[config.mk]
export PLATFORM = sky130hd
export DESIGN_NAME = ps2_scan_decoder
export DESIGN_NICKNAME = d
export VERILOG_FILES = /design/src/rtl/ps2_scan_decoder.sv
export SDC_FILE = /design/constraint.sdc
export NUM_CORES = 1
export LEC_CHECK = 0
export ABC_CLOCK_PERIOD_IN_PS = 2100
export CORE_UTILIZATION = 45
export DETAILED_ROUTE_END_ITERATION = 8
export PLACE_DENSITY_LB_ADDON = 0.12
export SLEW_MARGIN = 20
export SYNTH_ARGS = -nofsm -noshare
export SYNTH_HDL_FRONTEND = slang
export SYNTH_SLANG_ARGS = --single-unit
[constraint.sdc]
create_clock -name clk -period 2.1 [get_ports clk]
set_input_delay 0.42 -clock clk [delete_from_list [all_inputs] [get_ports clk]]
set_output_delay 0.42 -clock clk [all_outputs]
set_load 0.01 [all_outputs]
[src/rtl/ps2_scan_decoder.sv]
// PS/2 Set-2 scan-code decoder: folds E0/F0 prefixes into key events,
// tracks the held key and shift state, translates to ASCII, counts presses.
module ps2_scan_decoder #(
  parameter int CNT_W = 8
) (
  input  logic             clk,
  input  logic             clrn,
  input  logic             byte_valid,
  input  logic [7:0]       byte_data,
  output logic             key_valid,
  output logic [7:0]       key_code,
  output logic             key_ext,
  output logic             key_release,
  output logic             key_repeat,
  output logic [7:0]       key_ascii,
  output logic             key_down,
  output logic [7:0]       held_code,
  output logic             shift_down,
  output logic [CNT_W-1:0] press_cnt,
  output logic             proto_err
);

  typedef enum logic [1:0] {
    S_IDLE,
    S_EXT,
    S_BRK,
    S_EXTBRK
  } state_t;

  state_t state;
  state_t state_nx;

  logic ev_fire;
  logic ev_ext;
  logic ev_rel;
  logic err_hit;
  logic is_e0;
  logic is_f0;
  logic is_drop;
  logic held_ext;
  logic lsh;
  logic rsh;
  logic is_match;
  logic is_rep;

  function automatic logic [7:0] to_ascii(
    input logic [7:0] c,
    input logic       up
  );
    logic [7:0] a;
    a = 8'h00;
    case (c)
      8'h1C: a = 8'h61;
      8'h32: a = 8'h62;
      8'h21: a = 8'h63;
      8'h23: a = 8'h64;
      8'h24: a = 8'h65;
      8'h2B: a = 8'h66;
      8'h34: a = 8'h67;
      8'h33: a = 8'h68;
      8'h43: a = 8'h69;
      8'h3B: a = 8'h6A;
      8'h42: a = 8'h6B;
      8'h4B: a = 8'h6C;
      8'h3A: a = 8'h6D;
      8'h31: a = 8'h6E;
      8'h44: a = 8'h6F;
      8'h4D: a = 8'h70;
      8'h15: a = 8'h71;
      8'h2D: a = 8'h72;
      8'h1B: a = 8'h73;
      8'h2C: a = 8'h74;
      8'h3C: a = 8'h75;
      8'h2A: a = 8'h76;
      8'h1D: a = 8'h77;
      8'h22: a = 8'h78;
      8'h35: a = 8'h79;
      8'h1A: a = 8'h7A;
      8'h45: a = 8'h30;
      8'h16: a = 8'h31;
      8'h1E: a = 8'h32;
      8'h26: a = 8'h33;
      8'h25: a = 8'h34;
      8'h2E: a = 8'h35;
      8'h36: a = 8'h36;
      8'h3D: a = 8'h37;
      8'h3E: a = 8'h38;
      8'h46: a = 8'h39;
      8'h29: a = 8'h20;
      8'h5A: a = 8'h0D;
      8'h66: a = 8'h08;
      default: a = 8'h00;
    endcase
    // letters occupy 61..7A; shift folds them to upper case
    if (up && a >= 8'h61 && a <= 8'h7A)
      a = a - 8'h20;
    return a;
  endfunction

  assign is_e0    = (byte_data == 8'hE0);
  assign is_f0    = (byte_data == 8'hF0);
  assign is_drop  = byte_data inside {8'hE1, 8'hFA, 8'hAA,
                                      8'hEE, 8'hFE, 8'h00, 8'hFF};
  assign is_match = (byte_data == held_code) && (ev_ext == held_ext);
  assign is_rep   = key_down && is_match;
  assign shift_down = lsh | rsh;

  always_comb begin
    state_nx = state;
    ev_fire  = 1'b0;
    ev_ext   = 1'b0;
    ev_rel   = 1'b0;
    err_hit  = 1'b0;
    if (byte_valid) begin
      unique case (state)
        S_IDLE: begin
          if (is_e0)
            state_nx = S_EXT;
          else if (is_f0)
            state_nx = S_BRK;
          else if (!is_drop)
            ev_fire = 1'b1;
        end
        S_EXT: begin
          if (is_f0)
            state_nx = S_EXTBRK;
          else if (!is_e0) begin
            ev_fire  = 1'b1;
            ev_ext   = 1'b1;
            state_nx = S_IDLE;
          end
        end
        S_BRK: begin
          state_nx = S_IDLE;
          if (is_e0 || is_f0)
            err_hit = 1'b1;
          else begin
            ev_fire = 1'b1;
            ev_rel  = 1'b1;
          end
        end
        S_EXTBRK: begin
          state_nx = S_IDLE;
          if (is_e0 || is_f0)
            err_hit = 1'b1;
          else begin
            ev_fire = 1'b1;
            ev_ext  = 1'b1;
            ev_rel  = 1'b1;
          end
        end
        default: state_nx = S_IDLE;
      endcase
    end
  end

  always_ff @(posedge clk or negedge clrn) begin
    if (!clrn) begin
      state       <= S_IDLE;
      key_valid   <= 1'b0;
      key_code    <= 8'h00;
      key_ext     <= 1'b0;
      key_release <= 1'b0;
      key_repeat  <= 1'b0;
      key_ascii   <= 8'h00;
      key_down    <= 1'b0;
      held_code   <= 8'h00;
      held_ext    <= 1'b0;
      lsh         <= 1'b0;
      rsh         <= 1'b0;
      press_cnt   <= '0;
      proto_err   <= 1'b0;
    end else begin
      state     <= state_nx;
      key_valid <= 1'b0;
      if (err_hit)
        proto_err <= 1'b1;
      if (ev_fire) begin
        key_valid   <= 1'b1;
        key_code    <= byte_data;
        key_ext     <= ev_ext;
        key_release <= ev_rel;
        key_ascii   <= ev_ext ? 8'h00 : to_ascii(byte_data, shift_down);
        if (!ev_rel) begin
          key_repeat <= is_rep;
          if (!is_rep) begin
            press_cnt <= press_cnt + CNT_W'(1);
            held_code <= byte_data;
            held_ext  <= ev_ext;
            key_down  <= 1'b1;
          end
          if (!ev_ext && byte_data == 8'h12)
            lsh <= 1'b1;
          if (!ev_ext && byte_data == 8'h59)
            rsh <= 1'b1;
        end else begin
          key_repeat <= 1'b0;
          if (is_match)
            key_down <= 1'b0;
          if (!ev_ext && byte_data == 8'h12)
            lsh <= 1'b0;
          if (!ev_ext && byte_data == 8'h59)
            rsh <= 1'b0;
        end
      end
    end
  end

endmodule

Yosys cells after proc, flatten, opt, wreduce, memory -nomap -nowiden
Memory sizes are Yosys's and may differ from the RTL's.
Index checks and enable logic that the tools add are counted.
{ "totals": {"ff_bits": 43, "romBits": 896, "wordCells": 93, "n_memories": 1} }
{ "memory_table": {"columns": ["name", "words", "width", "read_ports", "rd_clocked_by_memory_dff", "write_ports", "line", "rtl"], "rows": [
  ["(name not given)", 128, 7, 1, 0, 0, "52", "case (c)"]
]} }
{ "classes": {"addsub": 2, "n_lt_le_gt_ge": 2, "eq_ne": 19, "n_mux": 35, "bitwise_logic": 3, "reduce_logical": 17} }
{ "ops": {"columns": ["operator", "n"], "rows": [
  ["$eq A8 B8 Y1 const B", 8],
  ["$mux W8", 4],
  ["$mux W1", 24],
  ["$reduce_and A3 Y1", 3],
  ["$add A8 B1 Y8 const B", 1],
  ["$eq A8 B5 Y1 const B", 1],
  ["$eq A8 B7 Y1 const B", 1],
  ["$eq A8 B8 Y1", 1],
  ["$ge A8 B7 Y1 const B", 1],
  ["$le A8 B7 Y1 const B", 1],
  ["$logic_not A8 Y1", 1],
  ["$mux W2", 4],
  ["$sub A8 B6 Y8 const B", 1],
  ["$reduce_bool A7 Y1", 1],
  ["$logic_and A1 B1 Y1", 6],
  ["$ne A3 B3 Y1 const B", 2],
  ["$pmux W2 S3", 1],
  ["$eq A2 B2 Y1 const B", 2],
  ["$reduce_and A2 Y1", 2],
  ["$pmux W1 S3", 1],
  ["$eq A2 B1 Y1 const B", 1],
  ["$logic_not A2 Y1", 1],
  ["$ne A2 B1 Y1 const B", 1],
  ["$ne A2 B2 Y1 const B", 1],
  ["other kinds (7)", 8]
]} }

Depth between registers and ports, before layout
Gate-level depths: netlist of run 1.
{ "logic_depth": {"word_depth": 13, "mapped_depth": 13, "depth_no_buf": 10} }

Least setup slack after synthesis of run 1
Ideal clock, no wire load.
{ "synth_timing": {"path_kind": "input -> register", "from": "in byte_data[1]", "to": "reg held_code[5]", "setup_ns": 0.125, "arrival_ns": 2.814, "slack_ns": -0.839, "cell_stages": 10, "n_path_buf": 2, "path_cell_list": "clkbuf_1 -> inv_1 -> ha_1 -> nor3b_4 -> a311o_2 -> xnor2_1 -> nand4_1 -> nor4b_4 -> buf_6 -> mux2_2"} }
{ "synth_via": {"elab_chain_cells": 10, "word_cells_on_any_way": 30, "classes_between": "10 x eq/ne; 12 x mux; 2 x bitwise; 6 x reduce/logical"} }
{ "synth_lines": {"columns": ["element", "line", "rtl"], "rows": [
  ["from (decl)", "9", "input logic [7:0] byte_data,"],
  ["parallel branches: the longest is 9 deep, another holds $eq A8 B8 Y1", null, null],
  ["$reduce_and A3 Y1 (no source line) *", null, null],
  ["to (signal assigned)", "188", "held_code <= byte_data;"],
  ["to (decl)", "17", "output logic [7:0] held_code,"]
]} }
Every way passes the cells marked *.
A chain may end at the register's enable or synchronous reset.

Worst setup path after layout of run 1
{ "layout_timing": {"from": "in byte_data[2]", "to": "reg held_code[1]"} }
Same word-level chain as after synthesis.

==> results_dict.tcl, run 1 <==
set metrics [dict create \
    status "complete, but fails checks" \
    failed_checks "negative setup slack" \
    yosys.area.top_type_share 0.372 \
    dieWidth_um 82.2 \
    clockBufferDepth 2 \
    grt_pass1_wl_um 15000 \
    fillers 375 \
    hold_viol 0 \
    yosysMostFrequentCell "nand2_1" \
    finalSetupViolations 23 \
    placed_area_mm2 0.00410 \
    hp-class "input pin to asynchronous set/reset pin" \
    end_kind "flip-flop" \
    grt_max_degree 26 \
    synth.distinct_cells 67 \
    cts_tree "yes" \
    final_cell_count_no_fill 546 \
    via_per_inst 5.75 \
    gp_congestion 0.935 \
    whs_ns 0.106 \
    multi_input_area_mm2 0.00192 \
    grt_setup_unrepaired "yes" \
    io_buffers 49 \
    crit_arrival_ns 2.41 \
    place_hpwl_um 6730 \
    power.leakage_nw 2.19 \
    cp_max_fo 5 \
    r2r_slack_ns -0.02 \
    num_antenna_cells 0 \
    grt_pass1_vias 2845 \
    max_freq_mhz 448 \
    r2r_end "held_code[1]$_DFFE_PN0P_" \
    slew_headroom 0.618 \
    ys_top_cells_by_count "nand2_1, dfrtp_1, a21oi_1" \
    cts_buffers 5 \
    synth_edf_count 0 \
    cts.clk_slew.worst_paths_ns 0.09 \
    fin_util 0.805 \
    rows 28 \
    drt_iter0_markers 167 \
    maxCapViolations 0 \
    antenna_found_initial 0 \
    htreeDepth 2 \
    cts.sinks 43 \
    final_cell_area_mm2 0.00488 \
    dp.cells 509 \
    regArea_mm2 0.00108 \
    timing.rr.start "state[0]$_DFFE_PN0P_" \
    tightest_slew_ns 0.574 \
    cp-startpoint "byte_data[2]" \
    syn_nets 341 \
    synth_area_leaders "dfrtp_1, nand2_1, ha_1, mux2_2, xor2_1" \
    fin_crit_ns 2.23 \
    die_h_um 82.2 \
    setup_tns_ns -1.48 \
    ant_nets 0 \
    overflow 0 \
    place_worst_setup_slack_ns -1.02 \
    clk_latency_ns 0.30 \
    final.setup.worst_slack_ns -0.134 \
    peakVddDrop_mv 0.683 \
    r2r_cells 8 \
    synth_top_area_cell "dfrtp_1" \
    ys.flop_type "dfrtp_1" \
    wl_per_cell_um 18.5 \
    ys_ff_latch 43 \
    cp_data_required_time_ns 2.28 \
    drc 0 \
    slew_violations 0 \
    die_area_mm2 0.00676 \
    cts_root_buf "clkbuf_8" \
    start_kind "input pin" \
    io_pins 50 \
    grt_use_total 0.303 \
    areaGrowthSynthToFinish_pct 68.5 \
    wl_um 10100 \
    fin_nets 490 \
    firstDrtPassIters 4 \
    period_share 1.06 \
    vias 3142 \
    worstSetupPathType "input pin to flip-flop" \
    postSynthAreaPerCell_um2 9.02 \
    yosysSeqAreaShare 0.372 \
    core_area_mm2 0.00606 \
    p_total_mw 2.78 \
    synthCells 321 \
    syn_area_mm2 0.00290 \
    fin_skew_ns 0.0138 \
    synthArstFlopShare 1.00 \
    synth_warnings 0 \
    start_util 0.478 \
    power.density_mw_per_mm2 569 \
    drive_gt1_frac 0.406 \
]
worst max-delay path: stages:
cell and delay [ns]:
clkbuf_4 0.15, buf_12 0.14, nor3b_4 0.28, buf_6 0.15
nand2_2 0.05, a21o_1 0.19, a211oi_2 0.23, buf_4 0.16
nor4b_4 0.04, buf_4 0.16, buf_12 0.14, mux2_4 0.30
what timing repair did:
| action | in CTS | in global routing |
|---|---|---|
| endpoints found under the setup margin | 40 | 32 |
| buffers inserted | 17 | 10 |
| pin swaps | 27 | 29 |
| cloned | 6 | 0 |
| hold buffers | 0 | 0 |
| resized for setup | 74 | 35 |
where the power goes:
| part | internal (mW) | total (mW) | switching, mW |
|---|---|---|---|
| logic | 0.602 | 1.06 | 0.459 |
| clock network | 0.354 | 0.657 | 0.302 |
| registers | 0.939 | 1.06 | 0.120 |
| total | 1.89 | 2.78 | 0.881 |
cells in the final DEF, fill, tap and decap left out, types with 7 or more instances in the layout:
master            n
clkdlybuf4s50_1  39
dfrtp_1          43
o21ai_0          10
xor2_1           10
buf_4            95
nor2_1           11
a21oi_1           9
nand2_1          46
nand4_1           7
mux2_4            9
nand2b_1         10
buf_12            7
buf_6            11
sequential cells by signal, summed over array words and instances, names as in the netlist, 2 cells and up:
register	cells
held_code	8
key_ascii	8
key_code	8
press_cnt	8
state	2
layer usage:
metal | up-vias | wire length (um) | global-route usage
met1 | 1529 | 4410 | 0.411
met5 | - | 0 | 0
met4 | 0 | 263 | 0.0982
met3 | 24 | 446 | 0.0308
li1 | 1459 | - | -
met2 | 130 | 4950 | 0.502
worst max-delay path by stage:
| stage | endpoint | slack [ns] | cells after the start |
|---|---|---|---|
| final | held_code[1]$_DFFE_PN0P_ | -0.13 | 12 |
| after global routing | held_code[1]$_DFFE_PN0P_ | -0.21 | 11 |
| after CTS | held_code[1]$_DFFE_PN0P_ | -0.09 | 11 |
| after detailed placement | key_ascii[6]$_DFFE_PN0P_ | -1.02 | 10 |
| after global placement | key_ascii[6]$_DFFE_PN0P_ | -0.99 | 11 |
| after floorplan | held_code[5]$_DFFE_PN0P_ | -0.47 | 10 |
kinds of logic after synthesis:
family,Yosys count,synth area share
multiplexers,15,0.0557
AO/OA/AOI/OAI,78,0.194
buffers and inverters,36,0.0635
XOR/XNOR,17,0.0514
adder cells (fa/ha/maj),9,0.0389
AND/OR/NAND/NOR,123,0.225
flip-flops,43,0.372
cell type report:
cell class,instances,share of cell area
repair buffers,167,0.330
clock buffers,5,0.0141
multi-input cells,242,0.394
inverters,11,0.0126
well taps,75,0.0192
clock inverters,3,0.00897
flip-flops and latches,43,0.221
(Power assumes the default switching activity.)
==> inputs of run 2 (changes only) <==
Settings changed: CAP_MARGIN set to 10, CORE_MARGIN set to 5, GPL_ROUTABILITY_DRIVEN set to 0.
==> run 2 against run 1 <==
The flow still finishes with violations (negative setup slack). Cell area shrank 1.2%. Sequential cell count is the same. Clock power grew 16%. Sequential share of layout area grew 0.27 points. Sequential power is essentially flat. Critical endpoint is now key_ascii[7]$_DFFE_PN0P_. Die area grew 20%. Via count shrank 2.5%. Global-route usage shrank 8.3 points. Utilization shrank 4.2 points. First-iteration DRC count grew 51%. Register-to-register slack gained 0.08 ns.
==> results_dict.tcl, run 2 (synthesized netlist as in run 1, its figures left out) <==
set metrics [dict create \
    max_stage_delay_ns 0.43 \
    areaGrowthSynthToFinish_pct 66.5 \
    clk_latency_ns 0.29 \
    r2r_slack_ns 0.06 \
    cp_data_required_time_ns 2.28 \
    wl_per_cell_um 17.7 \
    final_cell_count_no_fill 539 \
    final_cell_area_mm2 0.00482 \
    io_pins 50 \
    fin_crit_ns 2.35 \
    io_buffers 49 \
    cp_max_fo 6 \
    cts_buffers 5 \
    grt_use_total 0.220 \
    grt-busiest-layer "met2" \
    via_per_inst 5.69 \
    timing.rr.start "state[0]$_DFFE_PN0P_" \
    r2r_end "press_cnt[3]$_DFFE_PN0P_" \
    grt_setup_unrepaired "yes" \
    path_cells "buf_6 -> inv_8 -> ha_4 -> buf_4 -> o31ai_2 -> a21oi_1 -> o311ai_1 -> o21ai_1 -> or3b_1 -> a2bb2oi_2 -> a32o_1" \
    power.leakage_nw 2.15 \
    cts_tree "yes" \
    switchingPower_mw 0.868 \
    hp-class "input pin to asynchronous set/reset pin" \
    place_hpwl_um 6300 \
    slew_headroom 0.641 \
    peakVddDrop_mv 0.660 \
    start_kind "input pin" \
    num_antenna_cells 0 \
    die_area_mm2 0.00814 \
    slowest_stage "or3b_1" \
    start_util 0.459 \
    final.setup.worst_slack_ns -0.252 \
    crit_arrival_ns 2.53 \
    overflow 0 \
    grt_pass1_wl_um 14800 \
    maxCapViolations 0 \
    holdBufCountCts 0 \
    power.density_mw_per_mm2 597 \
    drive_gt1_frac 0.381 \
    clockBufferDepth 2 \
    layout_common_cells "buf_4, nand2_1, dfrtp_1" \
    core_area_mm2 0.00631 \
    end_kind "flip-flop" \
    tightest_slew_ns 0.539 \
    antenna_found_initial 0 \
    fin_nets 481 \
    grt_util_met1 0.294 \
    layout_commonest_cell "buf_4" \
    fillers 424 \
    fin_skew_ns 0.00603 \
    grt_max_degree 25 \
    status "complete, but fails checks" \
    dp.cells 497 \
    placed_area_mm2 0.00401 \
    max_freq_mhz 425 \
    regArea_mm2 0.00108 \
    p_seq_frac 0.368 \
    cts_root_buf "clkbuf_8" \
    fin_util 0.763 \
    comb_power_share 0.368 \
    rows 29 \
    finalSetupViolations 30 \
    grt_pass1_vias 2911 \
    cts.clk_slew.worst_paths_ns 0.08 \
    cts.sinks 43 \
    vias 3065 \
    hold_viol 0 \
    worstSetupPathType "input pin to flip-flop" \
    internal_power_mw 2.01 \
    dieWidth_um 90.2 \
    grt_use_met3 0.0250 \
    period_share 1.12 \
    clkPwrFrac 0.264 \
    failed_checks "negative setup slack" \
    ant_nets 0 \
    slew_violations 0 \
    grt_use_met2 0.356 \
    firstDrtPassIters 5 \
    r2r_cells 10 \
    drt_iter0_markers 253 \
    htreeDepth 2 \
    die_h_um 90.2 \
    drc 0 \
    wl_um 9510 \
    switching_share 0.302 \
    multi_input_area_mm2 0.00194 \
]
[run 2: layout make-up]
class	count	share of cell area
Clock buffer	6	0.0151
Clock inverter	2	0.0125
Inverter	11	0.0114
Multi-Input combinational cell	242	0.403
Sequential cell	43	0.223
Tap cell	77	0.0200
Timing Repair Buffer	158	0.315
[run 2: worst max-delay path by stage]
stage	start	endpoint	slack [ns]	depth (start not counted)
3_5_place_dp	byte_data[1]	held_code[3]$_DFFE_PN0P_	-1.01	13
3_3_place_gp	byte_data[1]	held_code[1]$_DFFE_PN0P_	-0.92	13
2_1_floorplan	byte_data[1]	held_code[5]$_DFFE_PN0P_	-0.47	10
5_1_grt	byte_data[0]	press_cnt[7]$_DFFE_PN0P_	-0.27	13
6_report	byte_data[1]	key_ascii[7]$_DFFE_PN0P_	-0.25	11
4_1_cts	byte_data[1]	held_code[4]$_DFFE_PN0P_	-0.25	11
[run 2: power groups by stage]
stage	clock (mW)	sequential, mW	combinational (mW)
3_5_place_dp	0	1.07	0.854
4_1_cts	0.776	1.05	0.967
6_report	0.759	1.06	1.06
3_3_place_gp	0	1.06	0.841
5_1_grt	0.810	1.08	1.13
2_1_floorplan	0	1.10	0.366
[run 2: repair_timing]
| action | 4_1_cts | 5_1_grt |
|---|---|---|
| resized for setup | 62 | 45 |
| gates cloned | 4 | 1 |
| pin swaps | 16 | 19 |
| endpoints found under the setup margin | 40 | 40 |
| setup buffers | 14 | 19 |
[run 2: critical path: cells and delay by family]
kind	cells	cell delay [ns]
buffers and inverters	3	0.29
AOI/OAI and AO/OA	6	1.22
adders and majority gates	1	0.17
and+or+nand+nor	1	0.43
[run 2: metrics by stage]
| stage | power (mW) | TNS (ns) | hold WS (ns) | worst slack, ns |
|---|---|---|---|---|
| final | 2.88 | -3.46 | 0.0991 | -0.252 |
| after global routing | 3.02 | -6.23 | 0.146 | -0.267 |
| after CTS | 2.80 | -4.18 | 0.109 | -0.246 |
| after detailed placement | 1.92 | -34.40 | 0.432 | -1.01 |
| after global placement | 1.90 | -31.70 | 0.422 | -0.924 |
| after floorplan | 1.47 | -13.72 | 0.124 | -0.465 |
[run 2: per-layer routing]
layer  wire (um)  vias to the layer above
li1            -                     1441
met1        3990                     1431
met2        4520                      153
met3         688                       40
met4         318                        0
met5           0                        -
==> inputs of run 3 (changes only) <==
Settings changed: CORE_UTILIZATION 45 to 48.
==> run 3 against run 2 <==
The run still ends with negative setup slack left. Power fell by 0.63%. Sequential power hardly changed. Setup slack better by 0.085 ns. Sequential cell count unchanged. Routed wire length up 8.2%. Sequential share of layout area grew 0.40 points. Combinational power about the same. Cell area decreased by 1.7%. Register-to-register slack got worse by 0.08 ns. Global-route usage is 4.5 points higher. Critical path type unchanged. Highest routed layer unchanged.
==> results_dict.tcl, run 3 (synthesized netlist as in run 1, its figures left out) <==
set metrics [dict create \
    firstDrtPassIters 5 \
    worstSetupPathType "input pin to flip-flop" \
    peakVddDrop_mv 0.593 \
    max_freq_mhz 441 \
    slew_headroom 0.632 \
    power.density_mw_per_mm2 604 \
    clockBufferDepth 2 \
    p_total_mw 2.86 \
    cp_data_required_time_ns 2.29 \
    timing.rr.start "state[0]$_DFFE_PN0P_" \
    cts_tree "yes" \
    drive_gt1_frac 0.363 \
    tightest_slew_ns 0.552 \
    grt_max_degree 44 \
    drc 0 \
    wl_per_cell_um 19.5 \
    ant_nets 0 \
    io_pins 50 \
    die_area_mm2 0.00769 \
    r2r_slack_ns -0.02 \
    final.setup.worst_slack_ns -0.166 \
    dieWidth_um 87.7 \
    vias 3210 \
    start_kind "input pin" \
    fin_crit_ns 2.27 \
    layout_commonest_cell "buf_4" \
    io_buffers 49 \
    wl_um 10300 \
    grt_setup_unrepaired "yes" \
    cts_buffers 5 \
    place_worst_setup_slack_ns -0.968 \
    num_antenna_cells 0 \
    fin_nets 473 \
    core_area_mm2 0.00589 \
    wl_met3_um 833 \
    holdBufCountCts 0 \
    power.leakage_nw 2.11 \
    cp_max_fo 6 \
    cts_root_buf "clkbuf_8" \
    antenna_found_initial 0 \
    fin_skew_ns 0.00351 \
    status "complete, but fails checks" \
    drt_iter0_markers 380 \
    start_util 0.492 \
    end_kind "flip-flop" \
    wl_met1_um 4010 \
    r2r_end "press_cnt[1]$_DFFE_PN0P_" \
    hold_viol 0 \
    areaGrowthSynthToFinish_pct 63.6 \
    period_share 1.08 \
    wl_met2_um 4970 \
    clk_latency_ns 0.30 \
    via_per_inst 6.07 \
    slew_violations 0 \
    grt_pass1_wl_um 15800 \
    fillers 342 \
    htreeDepth 2 \
    layout_common_cells "buf_4, nand2_1, dfrtp_1" \
    grt_pass1_vias 3228 \
    overflow 0 \
    r2r_cells 7 \
    crit_arrival_ns 2.46 \
    finalSetupViolations 29 \
    rows 28 \
    die_h_um 87.7 \
    hp-class "input pin to asynchronous set/reset pin" \
    cts.sinks 43 \
    grt_use_total 0.265 \
    top_layer_used "met4" \
    maxCapViolations 0 \
    failed_checks "negative setup slack" \
    cts.clk_slew.worst_paths_ns 0.08 \
    place_hpwl_um 6150 \
]
run 3: final cells by class:
cell class / instances / area, um2 / share of cell area
Timing Repair Buffer: 150 / 1470 / 0.311
Clock inverter: 2 / 60.1 / 0.0127
Inverter: 11 / 55.1 / 0.0116
Multi-Input combinational cell: 242 / 1910 / 0.402
Sequential cell: 43 / 1080 / 0.227
Tap cell: 75 / 93.8 / 0.0198
Clock buffer: 6 / 72.6 / 0.0153
run 3: through the flow:
step	TNS, ns	hold WS, ns	std cells	instance area (um2)	util
after CTS	-1.62	0.204	525	4600	0.781
after detailed placement	-34.25	0.463	496	4000	0.680
after global placement	-31.93	0.454	496	4000	0.680
final	-2.74	0.183	529	4740	0.805
after floorplan	-13.72	0.124	321	2970	-
after global routing	-5.00	0.225	529	4740	0.805
run 3: worst max path at each step:
| stage | cells past startpoint | slack [ns] | endpoint | from |
|---|---|---|---|---|
| 4_1_cts | 11 | -0.12 | held_code[5]$_DFFE_PN0P_ | byte_data[0] |
| 2_1_floorplan | 10 | -0.47 | held_code[5]$_DFFE_PN0P_ | byte_data[1] |
| 6_report | 9 | -0.17 | key_ascii[7]$_DFFE_PN0P_ | byte_data[3] |
| 3_3_place_gp | 11 | -0.97 | key_ascii[6]$_DFFE_PN0P_ | byte_data[1] |
| 3_5_place_dp | 12 | -0.97 | held_code[0]$_DFFE_PN0P_ | byte_data[1] |
| 5_1_grt | 9 | -0.20 | press_cnt[7]$_DFFE_PN0P_ | byte_data[5] |
run 3: layer usage:
metal / GRT usage / up-vias
li1: - / 1422
met3: 0.0470 / 49
met1: 0.330 / 1536
met4: 0.146 / 0
met2: 0.433 / 203
met5: 0 / -
run 3: report_power, final:
| group | total, mW | switching [mW] | internal [mW] |
|---|---|---|---|
| clock | 0.766 | 0.290 | 0.475 |
| sequential | 1.06 | 0.121 | 0.939 |
| combinational | 1.03 | 0.456 | 0.578 |
| total | 2.86 | 0.867 | 1.99 |
run 3: timing repair:
| action | in CTS | in global routing |
|---|---|---|
| gates cloned | 6 | 2 |
| setup buffers | 16 | 3 |
| resized for setup | 71 | 27 |
| pin swaps | 22 | 15 |
| endpoints found under the setup margin | 40 | 40 |
run 3: worst max-delay path, stage by stage:
cell and delay (ns):
buf_2 0.16, bufbuf_16 0.28, or2b_1 0.12, a21oi_1 0.08
or3_1 0.37, a22oi_2 0.22, or3b_4 0.41, a2bb2oi_2 0.16
a32o_1 0.23
